File: src/rtl/one_hot_demux.sv
// One-hot scatter: steers a valid/ready stream to one of N output ports.
// Single hold register, full throughput. Illegal selects are dropped and counted.
module one_hot_demux #(
  parameter int WIDTH = 64,
  parameter int N     = 2
) (
  input  logic             clk,
  input  logic             rst,
  input  logic             in_valid,
  input  logic [WIDTH-1:0] in_data,
  input  logic [N-1:0]     in_select,
  output logic             in_ready,
  output logic [N-1:0]     out_valid,
  output logic [WIDTH-1:0] out_data [N-1:0],
  input  logic [N-1:0]     out_ready,
  input  logic             err_clear,
  output logic             err_sticky,
  output logic [15:0]      err_count
);

  if (!(N == 1 || N == 2 || N == 4 || N == 8)) begin : g_bad_n
    $error("one_hot_demux: N must be 1, 2, 4 or 8");
  end

  typedef enum logic {EMPTY, FULL} state_t;

  state_t           r_state;
  state_t           w_state_nxt;
  logic [N-1:0]     r_dest;
  logic [WIDTH-1:0] r_data;
  logic             r_sticky;
  logic [15:0]      r_count;

  logic             w_dest_ready;
  logic             w_accept;
  logic             w_legal;
  logic             w_drain;
  logic             w_load;
  logic             w_err_ev;
  logic             w_sticky_nxt;
  logic [15:0]      w_count_nxt;

  // r_dest is one-hot whenever FULL, so this picks out_ready[d]
  assign w_dest_ready = |(r_dest & out_ready);
  assign in_ready     = (r_state == EMPTY) | w_dest_ready;
  assign w_accept     = in_valid & in_ready;
  assign w_legal      = $onehot(in_select);
  assign w_drain      = (r_state == FULL) & w_dest_ready;
  assign w_err_ev     = w_accept & ~w_legal;

  always_comb begin
    w_state_nxt = r_state;
    w_load      = 1'b0;
    unique case (r_state)
      EMPTY: begin
        if (w_accept && w_legal) begin
          w_state_nxt = FULL;
          w_load      = 1'b1;
        end
      end
      FULL: begin
        if (w_accept && w_legal) begin
          w_load = 1'b1;
        end else if (w_drain) begin
          w_state_nxt = EMPTY;
        end
      end
    endcase
  end

  // a clear coincident with an illegal accept keeps that one event
  always_comb begin
    w_sticky_nxt = r_sticky;
    w_count_nxt  = r_count;
    if (err_clear) begin
      w_sticky_nxt = w_err_ev;
      w_count_nxt  = {15'd0, w_err_ev};
    end else if (w_err_ev) begin
      w_sticky_nxt = 1'b1;
      if (r_count != 16'hFFFF) begin
        w_count_nxt = r_count + 16'd1;
      end
    end
  end

  always_ff @(posedge clk or posedge rst) begin
    if (rst) begin
      r_state  <= EMPTY;
      r_dest   <= '0;
      r_data   <= '0;
      r_sticky <= 1'b0;
      r_count  <= '0;
    end else begin
      r_state  <= w_state_nxt;
      r_sticky <= w_sticky_nxt;
      r_count  <= w_count_nxt;
      if (w_load) begin
        r_dest <= in_select;
        r_data <= in_data;
      end
    end
  end

  assign out_valid  = (r_state == FULL) ? r_dest : '0;
  assign err_sticky = r_sticky;
  assign err_count  = r_count;

  for (genvar i = 0; i < N; i++) begin : g_out
    assign out_data[i] = r_data;
  end

endmodule

File: config.mk
export PLATFORM = sky130hd
export DESIGN_NAME = one_hot_demux
export DESIGN_NICKNAME = d
export VERILOG_FILES = /design/src/rtl/one_hot_demux.sv
export SDC_FILE = /design/constraint.sdc
export NUM_CORES = 1
export LEC_CHECK = 0
export ABC_AREA = 1
export CORE_ASPECT_RATIO = 1.75
export CORE_MARGIN = 4
export CORE_UTILIZATION = 50
export CTS_CLUSTER_DIAMETER = 30
export DETAILED_ROUTE_END_ITERATION = 7
export DONT_BUFFER_PORTS = 1
export PLACE_DENSITY_LB_ADDON = 0.12
export SYNTH_ARGS = -nofsm -noshare
export SYNTH_HDL_FRONTEND = slang
export SYNTH_SLANG_ARGS = --single-unit
File: constraint.sdc
create_clock -name clk -period 3.2 [get_ports clk]
set_input_delay 0.48 -clock clk [delete_from_list [all_inputs] [get_ports clk]]
set_output_delay 0.48 -clock clk [all_outputs]
set_load 0.01 [all_outputs]
==> impl_metrics.env <==
export IMPL_max_freq_mhz=564
export IMPL_cts_buffer_depth=2
export IMPL_ys_warn_count=0
export IMPL_finClkSkew_ns=0.00631
export IMPL_post_route_util_pct=50.4
export IMPL_grt_pass1_vias=2798
export IMPL_final_cell_mix="260 x nand2_1, 84 x dfrtp_1, 15 x inv_1"
export IMPL_syn_nets=580
export IMPL_port_buffers=0
export IMPL_end_kind="flop"
export IMPL_wl_per_cell_um=17.2
export IMPL_cts_tree="done"
export IMPL_critPathLaunchType="flop"
export IMPL_pwr_share_comb_pct=14.1
export IMPL_grt_max_degree=65
export IMPL_hold_violations=0
export IMPL_ir_worst_vdd_v=0.000439
export IMPL_crit_required_ns=3.40
export IMPL_die_h_um=128
export IMPL_hpwl_um=6750
export IMPL_post_cts_buffers=0
export IMPL_start_util_pct=51.4
export IMPL_layout_commonest_cell="nand2_1"
export IMPL_p_leak_nw=2.12
export IMPL_min_path_type="input port to asynchronous set/reset pin"
export IMPL_remaining_drc_errors=0
export IMPL_rr_endpoint="r_dest[1]"
export IMPL_synth_top_family_by_area="simple AND/OR/NAND/NOR gates"
export IMPL_hold_buffers=0
export IMPL_clock_latency_ns=0.33
export IMPL_dr_pass1_iters=4
export IMPL_diodes=0
export IMPL_crit_type="flop to flop"
export IMPL_multi_input_area_mm2=0.00137
export IMPL_path_cells="nand2_1 > nand3_2 > nand2_1 > nor2_4 > inv_2 > buf_4 > o21ai_0"
export IMPL_maxCapViolations=0
export IMPL_rsz0062_at_grt="false"
export IMPL_cts_buffers_inserted=9
export IMPL_drt_iter0_markers=118
export IMPL_synth_adder_area_share_pct=0.306
export IMPL_crit_fanout=32
export IMPL_seq_area_frac_synth_pct=51.3
export IMPL_setup_violations_final=0
export IMPL_post_drt_via_cell_ratio=5.16
export IMPL_p_int_w=0.00234
export IMPL_grt_usage_pct=19.5
export IMPL_fin_area_mm2=0.00401
export IMPL_cts_resized_gates=0
export IMPL_critical_path_buf_inv_count=2
export IMPL_yosys_area_share_simple_pct=29.4
export IMPL_clock_root_buffer="clkbuf_16"
export IMPL_maxSlewViolCount=0
export IMPL_n_fill_cell=824
export IMPL_worstReg2RegStart="r_dest[1]"
export IMPL_drive_gt1_share_pct=7.57
export IMPL_ioPinCount=220
export IMPL_synthToLayoutAreaGrowth_pct=-2.02
export IMPL_reg2reg_slack_ns=1.43
export IMPL_yosysUniqueCellTypes=23
export IMPL_synth_mux_area_fraction_pct=0
export IMPL_overflow=0
export IMPL_cp_slowest_cell="inv_2"
export IMPL_wl_met2_um=4760
export IMPL_synthCells=507
export IMPL_status="completed"
export IMPL_min_period_ns=1.77
export IMPL_gp_congestion=0.820
export IMPL_die_w_um=76.4
export IMPL_dr_wl_met3_um=697
export IMPL_seq_power_share_pct=58.1
export IMPL_switchingPower_w=0.00161
export IMPL_cp_arrival_ns=1.98
export IMPL_drt_wl_total_um=9270
export IMPL_fin_setup_tns_ns=0
export IMPL_grt_first_pass_wirelength_um=14900
export IMPL_hold_ws_ns=0.115
export IMPL_swShare_pct=40.8
export IMPL_core_area_mm2=0.00796
export IMPL_htree_levels=3
export IMPL_period_share_pct=55.4
export IMPL_p_per_area_mw_per_mm2=987
export IMPL_die_area_mm2=0.00976
export IMPL_highest_layer="met4"
export IMPL_max_stage_delay_ns=0.40
export IMPL_synth_compound_area_share_pct=1.77
export IMPL_row_count=43
export IMPL_register_area_mm2=0.00210
export IMPL_final_nets=517
export IMPL_path_delay_family="buffers and inverters"
export IMPL_pwr_share_clk_pct=27.8
export IMPL_avgSynthCellArea_um2=8.08
export IMPL_synth_seq_cells=84
export IMPL_cts_sinks=84
export IMPL_post_dp_cell_area_mm2=0.00369
export IMPL_antenna_found_initial=0
export IMPL_synth_xor_xnor_area_share_pct=1.71
export IMPL_r2r_cells=7
export IMPL_path_clk_slew_ns=0.06
export IMPL_syn_cell_area_mm2=0.00410
export IMPL_wl_met1_um=3660
export IMPL_slew_headroom_pct=52.6
export IMPL_max_slew_worst_pin_slew_ns=0.710
export IMPL_crit_path_frequent_cell="nand2_1"
export IMPL_vias=2782
export IMPL_ant_nets=0
layer usage:
metal / global-route usage, % / up-vias
met5: 0 / -
met3: 6.33 / 12
met4: 7.68 / 0
met1: 23.4 / 1310
met2: 32.5 / 111
li1: - / 1349
worst reg2reg max path, cell delays in order (launching register included):
cell     delay (ns)
dfrtp_1        0.39
nand2_1        0.08
nand3_2        0.14
nand2_1        0.14
nor2_4         0.04
inv_2          0.40
buf_4          0.34
o21ai_0        0.11
cell type report:
class,count,share of cell area (%)
Sequential cell,84,52.4
Tap cell,90,2.81
Clock buffer,10,5.71
Inverter,20,1.90
Timing Repair Buffer,5,0.935
Multi-Input combinational cell,324,34.1
Clock inverter,6,2.21
cell usage after synthesis:
cell,instances,share of area [%]
xor2_1,6,1.3
nand3_2,2,0.49
inv_1,16,1.5
nand3_1,14,1.7
clkinv_1,2,0.18
nand4_1,4,0.61
inv_2,2,0.18
clkbuf_1,5,0.46
buf_4,64,12
o21ai_0,10,1.2
o21bai_1,2,0.37
nor2_2,3,0.46
nand2_2,3,0.46
nand2_1,260,24
ha_1,1,0.31
nor2_4,1,0.27
buf_2,9,1.1
nand2_4,1,0.27
o211ai_1,1,0.18
buf_8,1,0.37
xnor2_1,2,0.43
nor2_1,14,1.3
dfrtp_1,84,51
stage by stage:
stage	power [W]	std cells	worst slack, ns
6_report	0.00396	539	1.43
4_1_cts	0.00402	539	1.37
5_1_grt	0.00423	539	1.21
2_1_floorplan	0.00319	507	0.555
3_3_place_gp	0.00287	523	1.37
3_5_place_dp	0.00291	523	1.32
kinds of logic after synthesis:
family,Yosys count
XOR/XNOR,8
adder cells (fa/ha/maj),1
AND/OR/NAND/NOR,302
AO/OA/AOI/OAI,13
flip-flops,84
buffers and inverters,99
power by group through the flow:
stage	combinational [W]	sequential [W]	clock, W
final	0.000558	0.00230	0.00110
after global routing	0.000679	0.00237	0.00118
after CTS	0.000577	0.00231	0.00113
after detailed placement	0.000577	0.00233	0
after global placement	0.000547	0.00232	0
after floorplan	0.00122	0.00197	0
flip-flops by register name, indices dropped and copies added (netlist names):
signal,flops
r_data,64
r_dest,2
r_state,1
err_count,16
err_sticky,1
how the worst max path moves through the flow:
| stage | startpoint | endpoint | depth (start not counted) |
|---|---|---|---|
| after detailed placement | out_ready[1] | r_dest[1] | 7 |
| after global routing | r_dest[0] | r_dest[1] | 8 |
| after CTS | r_dest[1] | r_dest[1] | 7 |
| after global placement | out_ready[1] | r_dest[0] | 7 |
| after floorplan | rst | err_count[0] | 1 |
| final | r_dest[1] | r_dest[1] | 7 |
No activity file was read; power rests on OpenSTA's default activity.
